## config.mk

```make
export PLATFORM = sky130hd
export DESIGN_NAME = crc_encoder_stream
export DESIGN_NICKNAME = d
export VERILOG_FILES = /design/src/rtl/crc_pkg.sv /design/src/rtl/crc_word_update.sv /design/src/rtl/crc_encoder_stream.sv
export SDC_FILE = /design/constraint.sdc
export NUM_CORES = 1
export LEC_CHECK = 0
export ABC_AREA = 1
export CORE_MARGIN = 2
export CORE_UTILIZATION = 47
export DETAILED_ROUTE_END_ITERATION = 8
export PLACE_DENSITY = 0.78
export REMOVE_ABC_BUFFERS = 1
export SYNTH_ARGS = -nofsm -noshare
export SYNTH_HDL_FRONTEND = slang
export SYNTH_SLANG_ARGS = --single-unit
```

## constraint.sdc

```tcl
create_clock -name clk -period 1.5 [get_ports clk]
set_input_delay 0.3 -clock clk [delete_from_list [all_inputs] [get_ports clk]]
set_output_delay 0.3 -clock clk [all_outputs]
set_load 0.005 [all_outputs]
```

## src/rtl/crc_pkg.sv

```systemverilog
// Shared CRC constants and sequencing state for the stream encoder and checker.
package crc_pkg;

   localparam int         CRC_W    = 8;
   localparam logic [7:0] CRC_POLY = 8'h2F;
   localparam logic [7:0] CRC_INIT = 8'h00;

   typedef enum logic {
      PASS   = 1'b0,
      APPEND = 1'b1
   } crc_state_e;

endpackage

```

## src/rtl/crc_word_update.sv

```systemverilog
// One-word CRC step: f(crc ^ data), MSB-first, non-reflected, no final XOR.
module crc_word_update #(
   parameter int             N    = 8,
   parameter logic [N-1:0]   POLY = 8'h2F
) (
   input  logic [N-1:0] crc_i,
   input  logic [N-1:0] data_i,
   output logic [N-1:0] crc_o
);

   // Bit-serial polynomial division unrolled over the word width.
   always_comb begin
      logic [N-1:0] x;
      x = crc_i ^ data_i;
      for (int i = 0; i < N; i++) begin
         if (x[N-1]) x = (x << 1) ^ POLY;
         else        x = x << 1;
      end
      crc_o = x;
   end

endmodule

```

## src/rtl/crc_encoder_stream.sv

```systemverilog
// Streaming CRC generator: forwards framed words and appends one CRC word per frame.
//
// state  | meaning
// PASS   | forwarding data words, CRC accumulates on each accept
// APPEND | last data word taken; waiting for a free output slot to emit the CRC
module crc_encoder_stream
   import crc_pkg::*;
#(
   parameter int           N    = CRC_W,
   parameter logic [N-1:0] POLY = CRC_POLY,
   parameter logic [N-1:0] INIT = CRC_INIT
) (
   input  logic         clk,
   input  logic         rst_n,
   input  logic         s_valid,
   output logic         s_ready,
   input  logic [N-1:0] s_data,
   input  logic         s_last,
   output logic         m_valid,
   input  logic         m_ready,
   output logic [N-1:0] m_data,
   output logic         m_last,
   output logic [N-1:0] crc_value,
   output logic         frame_done
);

   crc_state_e   state_q, state_d;
   logic [N-1:0] crc_q, crc_d;
   logic         m_valid_q, m_valid_d;
   logic [N-1:0] m_data_q, m_data_d;
   logic         m_last_q, m_last_d;
   logic [N-1:0] crc_value_q, crc_value_d;
   logic         frame_done_q, frame_done_d;
   logic [N-1:0] crc_upd;
   logic         out_free;

   crc_word_update #(
      .N    (N),
      .POLY (POLY)
   ) u_crc_word_update (
      .crc_i  (crc_q),
      .data_i (s_data),
      .crc_o  (crc_upd)
   );

   // Single output slot is reusable when empty or being drained this cycle.
   assign out_free = !m_valid_q || m_ready;

   // Next-state, output-slot loading and upstream ready.
   always_comb begin
      state_d      = state_q;
      crc_d        = crc_q;
      m_valid_d    = m_valid_q;
      m_data_d     = m_data_q;
      m_last_d     = m_last_q;
      crc_value_d  = crc_value_q;
      s_ready      = 1'b0;
      frame_done_d = m_valid_q && m_ready && m_last_q;

      case (state_q)
         PASS: begin
            s_ready = out_free;
            if (s_valid && out_free) begin
               m_data_d  = s_data;
               m_last_d  = 1'b0;
               m_valid_d = 1'b1;
               crc_d     = crc_upd;
               if (s_last) state_d = APPEND;
            end else if (m_ready) begin
               m_valid_d = 1'b0;
            end
         end
         APPEND: begin
            if (out_free) begin
               m_data_d    = crc_q;
               m_last_d    = 1'b1;
               m_valid_d   = 1'b1;
               crc_d       = INIT;
               crc_value_d = crc_q;
               state_d     = PASS;
            end
         end
         default: state_d = PASS;
      endcase
   end

   // State and datapath registers; reset drops any partial frame.
   always_ff @(posedge clk or negedge rst_n) begin
      if (!rst_n) begin
         state_q      <= PASS;
         crc_q        <= INIT;
         m_valid_q    <= 1'b0;
         m_data_q     <= '0;
         m_last_q     <= 1'b0;
         crc_value_q  <= '0;
         frame_done_q <= 1'b0;
      end else begin
         state_q      <= state_d;
         crc_q        <= crc_d;
         m_valid_q    <= m_valid_d;
         m_data_q     <= m_data_d;
         m_last_q     <= m_last_d;
         crc_value_q  <= crc_value_d;
         frame_done_q <= frame_done_d;
      end
   end

   assign m_valid    = m_valid_q;
   assign m_data     = m_data_q;
   assign m_last     = m_last_q;
   assign crc_value  = crc_value_q;
   assign frame_done = frame_done_q;

endmodule

```

# --- After elaboration in Yosys (flattened, before gate mapping) ---
# Cells that the tools add are included.
word_totals:
  ff_bits: 28
  inputBits: 13
  output_inout_bits: 20
  word_cells: 53
op_classes:
  eq_ne: 3
  n_mux: 25
  bitwise_logic: 10
  reduce_logical: 8
op_table:
  columns: ["operator", "n"]
  rows:
  - ["6-bit 2-to-1 mux", 8]
  - ["5-bit inverter", 8]
  - ["8-bit 2-to-1 mux", 4]
  - ["8-bit case mux with 2 select lines", 2]
  - ["1-bit 2-to-1 mux", 8]
  - ["8-bit XOR", 1]
  - ["1-bit case mux with 2 select lines", 3]
  - ["2-bit AND reduction", 3]
  - ["1-bit logical AND", 3]
  - ["3-bit != test, second input constant", 1]
  - ["2-bit by 1-bit != test with 1-bit output, second input constant", 1]
  - ["2-bit != test, second input constant", 1]
  - ["1-bit zero test", 1]
  - ["1-bit logical OR", 1]
  - ["1-bit inverter", 1]

# --- Depth between registers and ports, before layout ---
logic_depth:
  depth_word: 19
  mapped_depth: 14
  depth_no_buf: 14

# --- Modules after synthesis ---
# A second synthesis with hierarchy kept.
unflattened:
  hier_cells: 251
  area_unflattened_um2: 1799.2
by_module_without_submodules:
  columns: ["module", "instances", "cells_per_inst", "area_each_um2", "seq_area_each_um2"]
  rows:
  - ["crc_encoder_stream", 1, 141, 1227.4, 700.7]
  - ["crc_word_update", 1, 110, 571.8, 0.0]

# --- Least setup slack after synthesis ---
# Ideal clock, no wire load.
synth_timing:
  path_kind: "reg-to-reg"
  from: "register crc_q[7]"
  to: "register crc_q[3]"
  setup_ps: 119
  t_arrival_ps: 1298
  required_ps: 1381
  slack_ps: 83
  stages_incl_launch_ff: 13
  path_buffers: 0
  period_less_slack_ps: 1417
  cell_sequence: "dfrtp_1 > inv_2 > nand2_2 > nand2_4 > nand2_1 > nand2_2 > nand3_2 > nand2_2 > nand2_1 > nand2_1 > nand2_1 > nand3_1 > nand2_1"
synth_via:
  elab_chain_len: 12
  elab_cells_between_ends: 17
  classes_between: "mux (10); bitwise (7)"
synth_rtl:
  columns: ["item", "line_no", "rtl"]
  rows:
  - ["start, declared", "crc_encoder_stream.sv:28", "logic [N-1:0] crc_q, crc_d;"]
  - ["start signal, assigned", "crc_encoder_stream.sv:99", "crc_q <= crc_d;"]
  - ["8-bit XOR *", "crc_word_update.sv:14", "x = crc_i ^ data_i;"]
  - ["6-bit 2-to-1 mux *", "crc_word_update.sv:16", "if (x[N-1]) x = (x << 1) ^ POLY;"]
  - ["6-bit 2-to-1 mux / 5-bit inverter (equally long branches)", null, null]
  - ["5-bit inverter (no line) / 6-bit 2-to-1 mux (equally long branches)", null, null]
  - ["6-bit 2-to-1 mux / 5-bit inverter (equally long branches) (2 in series)", null, null]
  - ["5-bit inverter (no line) / 6-bit 2-to-1 mux (equally long branches)", null, null]
  - ["6-bit 2-to-1 mux / 5-bit inverter (equally long branches)", null, null]
  - ["5-bit inverter (no line) / 6-bit 2-to-1 mux (equally long branches)", null, null]
  - ["6-bit 2-to-1 mux *", "crc_word_update.sv:16", null]
  - ["8-bit 2-to-1 mux *", "crc_encoder_stream.sv:63", "if (s_valid && out_free) begin"]
  - ["8-bit case mux with 2 select lines *", "crc_encoder_stream.sv:60", "case (state_q)"]
# Mark *: on every way between the ends. The rest lies on a longest branch, timed or not. The select of a mux whose other input is x is not followed.
# A chain may end at the register's enable or synchronous reset.

# --- Worst setup path after layout ---
layout_timing:
  from: "register crc_q[7]"
  to: "register crc_q[1]"
layout_via:
  elab_chain_len: 12
  elab_cells_between_ends: 15
  classes_between: "mux (9); bitwise (6)"
layout_rtl:
  columns: ["item", "line_no"]
  rows:
  - ["8-bit XOR *", "crc_word_update.sv:14"]
  - ["6-bit 2-to-1 mux *", "crc_word_update.sv:16"]
  - ["5-bit inverter (no line)", null]
  - ["6-bit 2-to-1 mux", "crc_word_update.sv:16"]
  - ["6-bit 2-to-1 mux / 5-bit inverter (equally long branches)", null]
  - ["5-bit inverter (no line) / 6-bit 2-to-1 mux (equally long branches)", null]
  - ["6-bit 2-to-1 mux *", "crc_word_update.sv:16"]
  - ["6-bit 2-to-1 mux / 5-bit inverter (equally long branches)", null]
  - ["5-bit inverter (no line) / 6-bit 2-to-1 mux (equally long branches)", null]
  - ["6-bit 2-to-1 mux *", "crc_word_update.sv:16"]
  - ["8-bit 2-to-1 mux *", "crc_encoder_stream.sv:63"]
  - ["8-bit case mux with 2 select lines *", "crc_encoder_stream.sv:60"]
# Marked as above.

==> run summary <==
STA
----------------------------------------------------------------------------------------
Final setup violating endpoints ...........................................            8
Transition time at the pin with the least slew margin .....................       434 ps
Worst hold slack ..........................................................       310 ps
Slack of the critical path ................................................      -155 ps
Fmax ......................................................................      604 MHz
Final number of hold-violating endpoints ..................................            0
Final critical-path share of the clock period .............................         1.10
Clock tree skew after final layout ........................................      10.8 ps
Max Slew Vio Count ........................................................            0
Final worst path period need ..............................................      1650 ps
Max transition margin .....................................................        0.709
Unrepaired setup endpoints after global routing ...........................          yes

CLOCK TREE
----------------------------------------------------------------------------------------
Clock insertion delay at the later pin of the skew report .................       290 ps
Root cell of the clock tree ............................................... sky130_fd_sc_hd__clkbuf_8
TritonCTS clock tree ......................................................         done
Count of clock tree sinks .................................................           28
Number of CTS-inserted buffers ............................................            3
Worst-path clk slew .......................................................       110 ps
Max H-tree Level ..........................................................            1
Longest Clk Path Bufs .....................................................            2

GRT
----------------------------------------------------------------------------------------
Vias in the first global route ............................................        1,921
Antenna violations before repair ..........................................            0
Sum of overflow across all layers after global routing ....................            0
Largest net degree at the start of global routing .........................           29
Global-route wire length before repair .................................... 8400 microns
Overall global routing resource usage .....................................        0.252

FLOORPLANNING
----------------------------------------------------------------------------------------
Initial Utilization .......................................................        0.496
Height of the chip ........................................................ 66.6 microns
Site Rows .................................................................           22
Area enclosed by the die boundary .........................................   4440 sq um
IO Count ..................................................................           33
Core area .................................................................   3720 sq um
Chip Width ................................................................ 66.6 microns

ROUTE
----------------------------------------------------------------------------------------
Number of vias per cell after detailed routing ............................         5.18
Starting DRT DRC Count ....................................................          130
Wire length per cell after detailed routing ............................... 14.7 microns
Pre-Repair DR Iteration Count .............................................            4
Detailed Route WL ......................................................... 6040 microns
Number of antenna-violating nets in the routed design .....................            0
Number of vias in the routed layout .......................................        2,135
DRC violations left .......................................................            0

CRITICAL PATH
----------------------------------------------------------------------------------------
Cell repeated most along the worst path ................................... sky130_fd_sc_hd__nand2_2
Worst endpoint required time ..............................................      1680 ps
Launching point of the worst reg2reg path .................................     crc_q[7]
Crit path launch ..........................................................     crc_q[7]
Number of buffers and inverters on the critical path ......................            1
Stages on worst setup path ................................................           14
Worst setup path class ....................................................      reg2reg
Cell-by-cell trace of the critical path ................................... inv_2 > nand2_2 > nand2_4 > nand2_2 > nand2_2 > nand2_2 > nand2_2 > nand2_2 > nand2_2 > nand2_2 > nand2_4 > nand2_1 > nand3_1 > nand2_1
End point of the critical path ............................................     crc_q[1]
Maximum fanout count along the critical path ..............................            6
Data arrival, critical path ...............................................      1840 ps
Largest delay contributor family on the critical path ..................... simple AND/OR/NAND/NOR gates
Crit-path slowest cell .................................................... sky130_fd_sc_hd__dfrtp_1
Nature of the critical path startpoint ....................................     register
R2R Path End ..............................................................     crc_q[1]
FF-to-FF path depth .......................................................           14
Type of element capturing the critical path ...............................     register
Register-to-register path setup slack .....................................      -150 ps
Worst path max stage delay ................................................       430 ps

CELLS AND AREA
----------------------------------------------------------------------------------------
Synthesis-to-finish area growth ...........................................        63.4%
Share of final-layout standard cells stronger than drive strength 1 .......        0.387
Final #Nets ...............................................................          378
Final design area excluding fillers .......................................   3010 sq um
Most frequent cells in the layout ......................................... sky130_fd_sc_hd__nand2_1, sky130_fd_sc_hd__buf_4, sky130_fd_sc_hd__nand2_2
Ant. Diodes ...............................................................            0
Leading cell type in the layout, fill and taps excluded ................... sky130_fd_sc_hd__nand2_1

SYNTHESIS
----------------------------------------------------------------------------------------
Post-synthesis cell type count ............................................           19
Proportion of synthesized area in mux cells ...............................            0
Area share of and/or/nand/nor cells after synthesis .......................        0.456
Mapped Area ...............................................................   1840 sq um
Flip-flop and latch count after synthesis .................................           28
Avg Cell Area, Syn ........................................................   6.63 sq um
Sequential fraction of the synthesis area .................................        0.380
Largest family of logic cells by synthesized area ......................... simple AND/OR/NAND/NOR gates
Synth Area in Adders ......................................................            0
Syn. warnings .............................................................            0
Parity-gate share of the synthesized area counting xor and xnor cells .....      0.00950
Area fraction in compound gates after synthesis ...........................       0.0889
Post-synthesis cell count .................................................          278

OUTCOME
----------------------------------------------------------------------------------------
Result of the run ......................................................... finished with violations
Violations in the final reports ........................................... setup timing

HOLD PATH
----------------------------------------------------------------------------------------
Class of the tightest hold or removal check ...............................       in2reg

PLACE
----------------------------------------------------------------------------------------
Port Buffer Count .........................................................           32
Routability congestion estimate ...........................................         1.01
Placed Area ...............................................................   2450 sq um
Total half-perimeter wirelength after legalization and detailed placement . 3650 microns

POWER AND IR DROP
----------------------------------------------------------------------------------------
LEAKAGE ...................................................................      1.55 nW
Areal power density over the cells ........................................ 2150 nW/um^2
Worst VDD drop ............................................................      1240 uV

RUN
----------------------------------------------------------------------------------------
Number of max-capacitance violations reported .............................            0

-- flip-flops by register name, summed over array words and instances (netlist names) --
| name | cells |
|---|---|
| crc_q | 8 |
| crc_value | 8 |
| frame_done | 1 |
| m_data | 8 |
| m_last | 1 |
| m_valid | 1 |
| state_q | 1 |
-- stage by stage --
stage | utilization | cells | total power, W | setup slack, ps | setup TNS [ps]
after floorplan | - | 273 | 0.00314 | -275 | -2960
after global placement | 0.660 | 384 | 0.00453 | -522 | -6150
after detailed placement | 0.660 | 384 | 0.00456 | -518 | -6760
after CTS | 0.721 | 399 | 0.00560 | -42.6 | -164
after global routing | 0.810 | 412 | 0.00692 | -264 | -1520
final | 0.810 | 412 | 0.00649 | -155 | -773
-- cell families (layout without fill, tap and decap cells) --
logic type	Yosys count	count (layout)
buffers and inverters	30	116
DFF	28	28
AOI/OAI and AO/OA	32	32
and+or+nand+nor	186	186
xor gates and xnor gates	2	2
-- power by group --
group	switching, W	total, W	internal, W
clock network	0.000271	0.000629	0.000358
registers	0.000220	0.00128	0.00106
logic	0.00243	0.00457	0.00214
total	0.00292	0.00649	0.00356
-- worst reg2reg max path, cell delays in order (launching register included) --
cell and delay [ps]:
sky130_fd_sc_hd__dfrtp_1 430, sky130_fd_sc_hd__inv_2 100, sky130_fd_sc_hd__nand2_2 70, sky130_fd_sc_hd__nand2_4 140, sky130_fd_sc_hd__nand2_2 100, sky130_fd_sc_hd__nand2_2 80
sky130_fd_sc_hd__nand2_2 70, sky130_fd_sc_hd__nand2_2 100, sky130_fd_sc_hd__nand2_2 70, sky130_fd_sc_hd__nand2_2 70, sky130_fd_sc_hd__nand2_2 60, sky130_fd_sc_hd__nand2_4 90
sky130_fd_sc_hd__nand2_1 60, sky130_fd_sc_hd__nand3_1 70, sky130_fd_sc_hd__nand2_1 50
-- worst min-delay path by stage --
| stage | from | to | slack, ps | cells past startpoint |
|---|---|---|---|---|
| 3_3_place_gp | m_data[1] | m_data[1] | 460 | 2 |
| 5_1_grt | m_ready | frame_done | 320 | 3 |
| 3_5_place_dp | m_data[1] | m_data[1] | 480 | 2 |
| 4_1_cts | rst_n | crc_q[7] | 400 | 2 |
| 6_report | m_ready | frame_done | 310 | 3 |
| 2_1_floorplan | rst_n | crc_q[0] | 4 | 0 |
-- area by class of cell --
class / count / area [sq um]
clock buffer: 3 / 41.3
multi-input combinational: 220 / 1270
tap: 48 / 60.1
sequential: 28 / 701
inverter: 25 / 93.8
timing repair buffer: 87 / 817
clock inverter: 1 / 30.0
fill: 266 / 704
-- timing repair --
item	in CTS	in global routing
gates resized for setup	31	56
cloned	0	3
hold buffers	0	0
endpoints found under the hold margin	0	0
setup buffers	11	10
pin swaps	14	26
setup endpoints to repair	8	17
-- synth_stat cells (all sizes together) --
cell type / instances / area share
a21oi: 2 / 0.0054
clkinv: 1 / 0.0020
o21ai: 27 / 0.073
inv: 24 / 0.049
nand3: 29 / 0.087
buf: 3 / 0.011
nor2: 7 / 0.017
xnor2: 2 / 0.0095
clkbuf: 2 / 0.0041
nand2: 150 / 0.35
o22ai: 3 / 0.010
dfrtp: 28 / 0.38
-- layer usage --
metal,wire length (microns),GRT usage,up-vias
met1,2470,0.284,1009
met5,0,0,-
met3,245,0.0236,14
met2,3190,0.486,64
li1,-,-,1048
met4,133,0.0918,0
Note: power is estimated with default switching activity, not from simulation.
